### src/rtl/tt_sweep_capture.sv
// -----------------------------------------------------------------------------
// tt_sweep_capture
//
// Purpose:
//   Sweeps all 128 input vectors of an external 7-input combinational function,
//   holds each vector for SETTLE_CYCLES clocks, samples the function output at
//   the end of each hold and assembles the 128-bit truth table. The captured
//   table is compared against a golden table supplied on 'expected'.
//
// Optional feature:
//   TT_SWEEP_ONES_COUNT_EN - when defined, adds the ones_count output, which
//   reports how many vectors produced f_in=1 during the last sweep.
//
// Ports:
//   clk        in   1    sole clock, rising edge
//   rst_n      in   1    asynchronous active-low reset
//   start      in   1    sweep request, accepted only while idle
//   abort      in   1    cancels a sweep that is driving vectors
//   expected   in   128  golden truth table
//   f_in       in   1    output of the function under test
//   x          out  7    vector applied to the function (x[0] -> input x0)
//   busy       out  1    vectors are being driven
//   done       out  1    one-cycle pulse when a sweep completes
//   tt         out  128  captured table, tt[i] = f(x=i)
//   tt_valid   out  1    tt holds a complete sweep
//   match      out  1    tt_valid and tt == expected
//   ones_count out  8    count of ones in the sweep (feature builds only)
//
// Parameter:
//   SETTLE_CYCLES  cycles each vector is held before sampling, 1..15
// -----------------------------------------------------------------------------
module tt_sweep_capture #(
  parameter int SETTLE_CYCLES = 1
) (
  input  logic         clk,
  input  logic         rst_n,
  input  logic         start,
  input  logic         abort,
  input  logic [127:0] expected,
  input  logic         f_in,
  output logic [6:0]   x,
  output logic         busy,
  output logic         done,
  output logic [127:0] tt,
  output logic         tt_valid,
  output logic         match
`ifdef TT_SWEEP_ONES_COUNT_EN
  ,
  output logic [7:0]   ones_count
`endif
);

  typedef enum logic [1:0] {
    IDLE   = 2'd0,
    DRIVE  = 2'd1,
    FINISH = 2'd2
  } state_t;

  // Value of the settle counter in the last hold cycle of a vector.
  localparam logic [3:0] SETTLE_LAST = 4'(SETTLE_CYCLES - 1);

  state_t       state_q, state_d;
  logic [6:0]   x_q, x_d;
  logic [3:0]   settle_q, settle_d;
  logic [127:0] tt_q, tt_d;
  logic         tt_valid_q, tt_valid_d;
`ifdef TT_SWEEP_ONES_COUNT_EN
  logic [7:0]   ones_q, ones_d;
`endif

  always_comb begin
    state_d    = state_q;
    x_d        = x_q;
    settle_d   = settle_q;
    tt_d       = tt_q;
    tt_valid_d = tt_valid_q;
`ifdef TT_SWEEP_ONES_COUNT_EN
    ones_d     = ones_q;
`endif
    case (state_q)
      IDLE: begin
        // abort has no effect here, so start always wins.
        if (start) begin
          state_d    = DRIVE;
          x_d        = 7'd0;
          settle_d   = 4'd0;
          tt_valid_d = 1'b0;
`ifdef TT_SWEEP_ONES_COUNT_EN
          ones_d     = 8'd0;
`endif
        end
      end
      DRIVE: begin
        if (abort) begin
          // Abort beats the sample due on this edge; tt_valid is already 0.
          state_d  = IDLE;
          x_d      = 7'd0;
          settle_d = 4'd0;
        end else if (settle_q == SETTLE_LAST) begin
          tt_d[x_q] = f_in;
          settle_d  = 4'd0;
`ifdef TT_SWEEP_ONES_COUNT_EN
          ones_d    = ones_q + {7'd0, f_in};
`endif
          if (x_q == 7'd127) begin
            // x stays at 127 through the FINISH cycle.
            state_d    = FINISH;
            tt_valid_d = 1'b1;
          end else begin
            x_d = x_q + 7'd1;
          end
        end else begin
          settle_d = settle_q + 4'd1;
        end
      end
      FINISH: begin
        state_d = IDLE;
        x_d     = 7'd0;
      end
      default: begin
        state_d = IDLE;
        x_d     = 7'd0;
      end
    endcase
  end

  always_ff @(posedge clk or negedge rst_n) begin
    if (!rst_n) begin
      state_q    <= IDLE;
      x_q        <= 7'd0;
      settle_q   <= 4'd0;
      tt_q       <= '0;
      tt_valid_q <= 1'b0;
`ifdef TT_SWEEP_ONES_COUNT_EN
      ones_q     <= 8'd0;
`endif
    end else begin
      state_q    <= state_d;
      x_q        <= x_d;
      settle_q   <= settle_d;
      tt_q       <= tt_d;
      tt_valid_q <= tt_valid_d;
`ifdef TT_SWEEP_ONES_COUNT_EN
      ones_q     <= ones_d;
`endif
    end
  end

  assign x        = x_q;
  assign busy     = (state_q == DRIVE);
  assign done     = (state_q == FINISH);
  assign tt       = tt_q;
  assign tt_valid = tt_valid_q;
  // Combinational on expected so a changed golden table is reflected at once.
  assign match    = tt_valid_q && (tt_q == expected);
`ifdef TT_SWEEP_ONES_COUNT_EN
  assign ones_count = ones_q;
`endif

endmodule

### config.mk
export PLATFORM = sky130hd
export DESIGN_NAME = tt_sweep_capture
export DESIGN_NICKNAME = d
export VERILOG_FILES = /design/src/rtl/tt_sweep_capture.sv
export SDC_FILE = /design/constraint.sdc
export NUM_CORES = 1
export LEC_CHECK = 0
export ABC_CLOCK_PERIOD_IN_PS = 3400
export CORE_UTILIZATION = 47
export CTS_BUF_LIST = sky130_fd_sc_hd__clkbuf_8
export DETAILED_ROUTE_END_ITERATION = 7
export PLACE_DENSITY = 0.82
export SKIP_LAST_GASP = 1
export SLEW_MARGIN = 20
export SYNTH_ARGS = -nofsm -noshare
export SYNTH_HDL_FRONTEND = slang
export SYNTH_SLANG_ARGS = --single-unit
### constraint.sdc
create_clock -name clk -period 3.4 [get_ports clk]
set_input_delay 1.02 -clock clk [delete_from_list [all_inputs] [get_ports clk]]
set_output_delay 1.02 -clock clk [all_outputs]
set_load 0.01 [all_outputs]
## Yosys cells after proc, flatten, opt, wreduce, memory -nomap -nowiden

Index checks and enable logic that the tools add are counted.

- Bits in registers: 142
- Bits in latches: 0
- RAM bits: 0
- Bits in read-only memories: 0
- Input bits: 133
- Output and inout port bits: 139
- Memories: 0

- Add/subtract/negate cells: 2
- Multipliers: 0
- Div/mod/pow operators: 0
- Magnitude comparators: 2
- Eq/ne operators: 11
- Shifts and indexed selects: 0
- Multiplexer cells: 22
- Bitwise logic cells: 1
- Reductions and logical operators: 10

Operators with widths:

| operator | number |
|---|---|
| $bwmux 128 | 1 |
| $eq 128x128->1 | 1 |
| $mux 7 | 4 |
| $pmux 7 s2 | 1 |
| $mux 4 | 3 |
| $reduce_and 3->1 | 3 |
| $lt 7x8->1 const B | 1 |
| $mux 2 | 4 |
| $pmux 4 s2 | 1 |
| $add 7x1->7 const B | 1 |
| $demux 1 s7 | 1 |
| $eq 7x7->1 const B | 1 |
| $ge 7x1->1 const B | 1 |
| $ne 3x2->1 const B | 2 |
| $mux 1 | 5 |
| $reduce_and 5->1 | 1 |
| $add 4x1->4 const B | 1 |
| $logic_not 4->1 | 1 |
| $ne 2x1->1 const B | 2 |
| $ne 2x2->1 const B | 2 |
| $pmux 2 s2 | 1 |
| $ne 3x3->1 const B | 1 |
| $eq 2x1->1 const B | 1 |
| $eq 2x2->1 const B | 1 |
| other kinds (6) | 7 |

## Depth between registers and ports, before layout

Gate-level depths: netlist of run 1.

- Depth in word-level cells: 5
- Gate-level depth with buffers: 9
- Depth with buffers taken out: 7

## Worst setup path before layout of run 1

OpenSTA, ideal clock, no wires.

- Path type: input to output
- From: in expected[5]
- To: out match
- Data arrival time: 2,283 ps
- Required time: 2,380 ps
- Setup slack: 97 ps
- Stages on the path: 5
- Path buffers: 0
- Cell sequence: nor2b_1 -> a2111o_1 -> nor4_1 -> nand4_1 -> nor4_1

- Word-level cells in the longest chain between the ends: 2

RTL lines:

| element | line | text |
|---|---|---|
| from (decl) | 39 | `input logic [127:0] expected,` |
| $eq 128x128->1 | 155 | `assign match = tt_valid_q && (tt_q == expected);` |
| $logic_and 1x1->1 | 155 |  |
| to (decl) | 46 | `output logic match` |

No other way between the ends.

## Final worst setup path of run 1

Same ends and word-level chain as after synthesis.

==> run summary, run 1 <==
Reg clk slew, reported paths -> 0.07 ns
Fin. max-slew vios -> 0
GRT Util Overall -> 0.356
DP Cell Count -> 1313
Post-synth EDFFs -> 0
Max Freq -> 0.272 GHz
Synth async-reset ratio -> 1.00
Boundary pin count -> 272
Sw Pwr -> 1.09 mW
First-pass GRT wire length -> 45.5 mm
Core area -> 16500 µm²
Final #Nets -> 1248
Initial antenna violation count -> 2
Avg Inst Size Synth -> 10.2 µm²
Pwr dens -> 314 nW/µm²
Final Hold Fails -> 0
Share of layout cells above drive strength 1 -> 0.308
Ys Warns -> 0
Gate power share -> 0.198
Final Setup Violations -> 1
Worst Setup End Kind -> primary output
Post-synth net total -> 917
Vias in the first global route -> 7747
Run status -> finished with violations
# hold bufs at CTS -> 0
Top-area cell type share of the netlist area -> 0.447
Reg power frac -> 0.467
First-pass DRT Iterations -> 5
Die H -> 132 µm
Sequential share of the synthesized area -> 0.447
Cell with the most instances after synthesis -> dfrtp_1
Final Critical Period -> 3.68 ns
Half-perimeter wire length after placement -> 23.1 mm
Synth area leader -> dfrtp_1
Worst Clk Skew -> 0.00848 ns
DR DRC count -> 0
Fin cells -> 1347
Placer Congestion -> 0.934
CP startpoint kind -> primary input
Post-Synthesis Cell Area -> 7950 µm²
Initial DRC Count -> 551
Synth area leaders -> dfrtp_1, mux2_2, xnor2_1
Crit path max fanout -> 2
Area of the multi-input gates -> 4690 µm²
DP Worst Slack -> -1.34 ns
Std cell rows -> 47
Gr ovfl total -> 0
Mapped Cells -> 781
Max_cap viols -> 0
Final Cycle Share -> 1.08
TritonCTS clock tree -> done
Worst-Margin Slew -> 0.798 ns
Failing checks -> negative setup slack
Worst Hold Class -> in -> async
Initial core utilization -> 0.481
Post-DR wirelength/cell -> 22.6 µm
CTS buffer count -> 17
Sw frac -> 0.284
Worst-Skew Late Latency -> 0.47 ns
Worst VDD drop -> 0.000271 V
Drt total wl -> 30.4 mm
Top_reg_cell synth -> dfrtp_1
Top cells by count, synth -> dfrtp_1, mux2_2, nand2_1
Port bufs -> 271
Power consumption -> 3.84 mW
Largest net degree at the start of global routing -> 70
Slew headroom -> 0.463
Root Driver -> clkbuf_8
Routed Antenna Nets -> 0
H-Tree Depth -> 4
WP data required -> 2.38 ns
Max clock buf depth -> 2
Fillers -> 1159
Pleak -> 5.57 nW
Final worst slack -> -0.282 ns
P&R area growth vs syn -> 53.8%
Worst Path Arrival -> 2.66 ns
Register Area -> 3550 µm²
Routed vias/inst -> 5.65
Int Power -> 2.75 mW
Unique masters post-synth -> 45
#FFs+latches synth -> 142
Die ar. -> 17400 µm²
Die X -> 132 µm
RSZ-0062 raised after global routing -> true
Clk sinks -> 142
Setup CP Type -> in -> out
Clock Power Share -> 0.335
Via count -> 7605
==> cell usage in the layout, fill, tap and decap left out, drive strengths merged, types with 4 or more instances in the layout <==
cell / netlist / final
a2111o: 7 / 7
buf: 5 / 91
clkbuf: 26 / 34
clkdlybuf4s15: 0 / 29
clkdlybuf4s50: 0 / 146
clkinv: 0 / 4
dfrtp: 142 / 142
dlygate4sd2: 0 / 44
dlymetal6s2s: 0 / 20
inv: 38 / 43
mux2: 128 / 128
nand2: 89 / 89
nand2b: 32 / 32
nand3: 10 / 10
nand4: 20 / 20
nor2: 89 / 89
nor2b: 30 / 30
nor3: 13 / 13
nor4: 15 / 15
o2111ai: 9 / 9
o21ai: 6 / 6
o22ai: 10 / 10
xnor2: 64 / 64
xor2: 17 / 17
==> sequential cells by signal, indices dropped and copies added (netlist names) <==
register / count
x: 7
tt: 128
tt_valid: 1
state_q: 2
settle_q: 4
==> power by group through the flow <==
stage	logic (mW)	registers, mW	clock network (mW)
global route	0.810	1.80	1.35
global placement	0.735	1.82	0
detailed placement	0.742	1.82	0
finish	0.760	1.79	1.29
CTS	0.743	1.79	1.29
floorplan	0.286	1.82	0
==> worst paths after layout <==
path	start	to	slack (ns)	depth (start not counted)
worst max-delay path	expected[5]	match	-0.28	7
worst min-delay path	rst_n	tt[125]$_DFFE_PN0P_	0.47	1
worst max register to register	settle_q[0]$_DFFE_PN0P_	tt[12]$_DFFE_PN0P_	0.83	8
worst min register to register	settle_q[2]$_DFFE_PN0P_	settle_q[2]$_DFFE_PN0P_	0.53	1
max in group asynchronous	rst_n	tt[81]$_DFFE_PN0P_	2.20	2
min in group clk	settle_q[2]$_DFFE_PN0P_	settle_q[2]$_DFFE_PN0P_	0.53	1
==> worst max-delay path, stage by stage <==
cell      delay [ns]
buf_6           0.09
nor2b_4         0.11
a2111o_1        0.39
nor4_2          0.27
nand4_1         0.20
nor4_4          0.38
buf_2           0.19
==> logic make-up after synthesis <==
kind of cell	synth area share
simple gates	0.190
flops	0.447
mux	0.184
xor+xnor	0.0893
buf+inv	0.0345
compound gates	0.0505
fa+ha+maj	0.00472
==> per-layer routing <==
layer / GRT usage / up-vias / wire (µm)
li1: - / 3336 / -
met5: 0 / - / 0
met3: 0.0880 / 97 / 2700
met2: 0.570 / 470 / 14100
met1: 0.434 / 3702 / 11800
met4: 0.217 / 0 / 1760
==> cell type report <==
| class | instances | share of cell area |
|---|---|---|
| Multi-Input combinational cell | 570 | 0.384 |
| Sequential cell | 142 | 0.291 |
| Timing Repair Buffer | 343 | 0.261 |
| Clock buffer | 21 | 0.0236 |
| Tap cell | 220 | 0.0225 |
| Inverter | 38 | 0.0117 |
| Clock inverter | 11 | 0.00624 |
| Antenna cell | 2 | 0.000409 |
==> timing repair <==
action / in CTS / in global routing
pin swaps: 103 / 43
gates resized for setup: 248 / 85
setup buffers: 1 / 1
endpoints found under the hold margin: 0 / 0
setup endpoints to repair: 1 / 1
==> metrics by stage <==
stage | setup TNS (ns) | hold WS, ns | instance area [µm²] | util
floorplan | 0 | 0.466 | 7950 | -
global placement | -1.40 | 0.496 | 11400 | 0.690
detailed placement | -1.34 | 0.518 | 11400 | 0.690
CTS | -0.296 | 0.485 | 12000 | 0.727
global route | -0.304 | 0.489 | 12200 | 0.740
finish | -0.282 | 0.475 | 12200 | 0.740
Note: power is estimated with default switching activity, not from simulation.
==> run 2, diff against run 1 <==
ABC_CLOCK_PERIOD_IN_PS = 3300   (was 3400)
CORE_UTILIZATION = 43   (was 47)
PLACE_DENSITY = 0.79   (was 0.82)
REMOVE_ABC_BUFFERS = 1   (was unset)
clock period = 3.3 ns   (was 3.4 ns; I/O delays follow)
==> run 2 against run 1 <==
The run still ends with negative setup slack left. Worst setup slack improved by 0.085 ns. Critical endpoint unchanged. Utilization fell by 6.9 points. Sequential power rose by 3%. Sequential share of layout area rose by 0.34 points. Global-route usage fell by 5.1 points. Power rose by 9.3%. Critical path type unchanged. Non-clock buffer count fell by 12. Sequential cell count did not move. First-iteration DRC count rose by 17%. Cell count fell by 0.30%. Largest cell class unchanged. Register-to-register slack got worse by 0.10 ns. Largest power group unchanged. Count of clock-buffer cells in the layout fell by 4.
==> run summary, run 2 (synthesis results as in run 1) <==
Worst VDD drop -> 0.000242 V (-11%)
Max_cap viols -> 0 (unchanged)
Clock Power Share -> 0.381 (+0.046)
TritonCTS clock tree -> done
Half-perimeter wire length after placement -> 21.4 mm (-7.4%)
Failing checks -> negative setup slack
Via count -> 7338 (-3.5%)
Final Setup Violations -> 1 (unchanged)
Area of the multi-input gates -> 4570 µm² (-2.6%)
Final Hold Fails -> 0 (unchanged)
Crit path max fanout -> 1 (-1)
Sw Pwr -> 1.14 mW (+4.8%)
Die X -> 138 µm (+4.5%)
Worst-Margin Slew -> 0.927 ns (+0.129 ns)
Worst Hold Class -> in -> async
Slew headroom -> 0.377 (-0.0858)
Setup CP Type -> in -> out
Gr ovfl total -> 0 (unchanged)
Run status -> finished with violations
Final worst slack -> -0.197 ns (+0.0850 ns)
Final Cycle Share -> 1.06
Worst Path Arrival -> 2.51 ns (-0.15 ns)
Std cell rows -> 49 (+4.3%)
Die ar. -> 19000 µm² (+9.2%)
Share of layout cells above drive strength 1 -> 0.293 (-0.0147)
Largest net degree at the start of global routing -> 65 (-7.1%)
Worst R2R Path Depth -> 8 (unchanged)
CTS buffer count -> 17 (unchanged)
Drt total wl -> 28.8 mm (-5.1%)
Vias in the first global route -> 7220 (-6.8%)
Initial DRC Count -> 643 (+17%)
H-Tree Depth -> 4 (unchanged)
Power consumption -> 4.20 mW (+9.3%)
Boundary pin count -> 272 (unchanged)
Worst-Skew Late Latency -> 0.47 ns (about the same)
First-pass GRT wire length -> 41.9 mm (-7.9%)
Sw frac -> 0.273 (-0.0116)
WP data required -> 2.31 ns (-0.07 ns)
Max Freq -> 0.286 GHz
First-pass DRT Iterations -> 5 (unchanged)
P&R area growth vs syn -> 52.1%
Final Critical Period -> 3.50 ns
RSZ-0062 raised after global routing -> true
DP Worst Slack -> -1.05 ns (+0.294 ns)
Routed Antenna Nets -> 0 (unchanged)
Fin. max-slew vios -> 0 (unchanged)
Pleak -> 5.40 nW (-3.0%)
Int Power -> 3.05 mW (+11%)
Crit path launch -> expected[99]
Gate power share -> 0.179 (-0.019)
Reg-to-reg setup timing slack -> 0.73 ns (-0.10 ns)
Worst Setup End Kind -> primary output
Root Driver -> clkbuf_8
RR Startpoint -> settle_q[0]$_DFFE_PN0P_
Core area -> 18000 µm² (+9.1%)
Commonest cells after routing, fill and taps aside -> clkdlybuf4s50_1, dfrtp_1, mux2_2, nand2_1, nor2_1
# hold bufs at CTS -> 0 (unchanged)
Register Area -> 3550 µm² (unchanged)
Max reg flops -> 128 (unchanged)
Pwr dens -> 347 nW/µm² (+11%)
Placer Congestion -> 0.966 (+3.4%)
Final #Nets -> 1236 (-0.96%)
CP startpoint kind -> primary input
Reg power frac -> 0.440 (-0.027)
Fillers -> 1437 (+24%)
Clk sinks -> 142 (unchanged)
Commonest non-fill, non-tap cell in the layout -> clkdlybuf4s50_1
Initial core utilization -> 0.441 (-0.0400)
GRT Util Overall -> 0.305 (-0.0510)
Reg clk slew, reported paths -> 0.08 ns (about the same)
End of the critical path -> match
Final Util -> 0.670 (-0.0693)
Routed vias/inst -> 5.46 (-3.2%)
Post-DR wirelength/cell -> 21.5 µm (-4.8%)
RR Endpoint -> tt[60]$_DFFE_PN0P_
Initial antenna violation count -> 0 (-2)
DR DRC count -> 0 (unchanged)
Port bufs -> 271 (unchanged)
Worst Clk Skew -> 0.0108 ns (+0.00235 ns)
Die H -> 138 µm (+4.5%)
Max clock buf depth -> 2 (unchanged)
[run 2: worst max-delay path: stages]
cell             delay [ns]
clkdlybuf4s50_1        0.41
xor2_1                 0.17
nor4_2                 0.25
nand4_1                0.21
nor4_2                 0.30
buf_2                  0.17
[run 2: cell type report]
type	count	area share
well taps	229	0.0237
clock inverters	15	0.0182
multi-input cells	570	0.378
repair buffers	331	0.254
diodes	1	0.000207
clock buffers	17	0.0194
inverters	38	0.0118
flip-flops and latches	142	0.294
[run 2: repair_timing]
item,4_1_cts,5_1_grt
pin swaps,106,44
gates resized for setup,230,88
buffers inserted,2,0
setup endpoints to repair,1,1
[run 2: stage by stage]
step	setup TNS, ns	hold slack [ns]	instances	instance area (µm²)
global route	-0.264	0.538	1342	12100
CTS	-0.226	0.523	1343	12000
detailed placement	-1.10	0.530	1309	11400
global placement	-1.06	0.502	1309	11400
finish	-0.197	0.503	1343	12100
floorplan	0	0.466	750	7820
[run 2: routing by layer]
metal,wire (µm),GRT usage,share of wire,vias up
met5,0,0,0,-
met4,715,0.103,0.025,0
met3,2000,0.0523,0.069,50
met2,14200,0.511,0.49,323
met1,11900,0.397,0.41,3641
li1,-,-,-,3324
[run 2: how the worst min path moves through the flow]
stage,start,to,slack [ns],depth (start not counted)
after floorplan,settle_q[2]$_DFFE_PN0P_,settle_q[2]$_DFFE_PN0P_,0.47,1
after global placement,settle_q[2]$_DFFE_PN0P_,settle_q[2]$_DFFE_PN0P_,0.50,1
after detailed placement,settle_q[3]$_DFFE_PN0P_,settle_q[3]$_DFFE_PN0P_,0.53,2
after CTS,rst_n,tt[28]$_DFFE_PN0P_,0.52,1
after global routing,rst_n,tt[28]$_DFFE_PN0P_,0.54,1
final,rst_n,tt[28]$_DFFE_PN0P_,0.50,1
[run 2: power by group through the flow]
| stage | registers, mW | clock network, mW | logic, mW |
|---|---|---|---|
| 2_1_floorplan | 1.88 | 0 | 0.261 |
| 6_report | 1.85 | 1.60 | 0.750 |
| 4_1_cts | 1.85 | 1.62 | 0.741 |
| 5_1_grt | 1.85 | 1.70 | 0.806 |
| 3_3_place_gp | 1.88 | 0 | 0.746 |
| 3_5_place_dp | 1.88 | 0 | 0.757 |
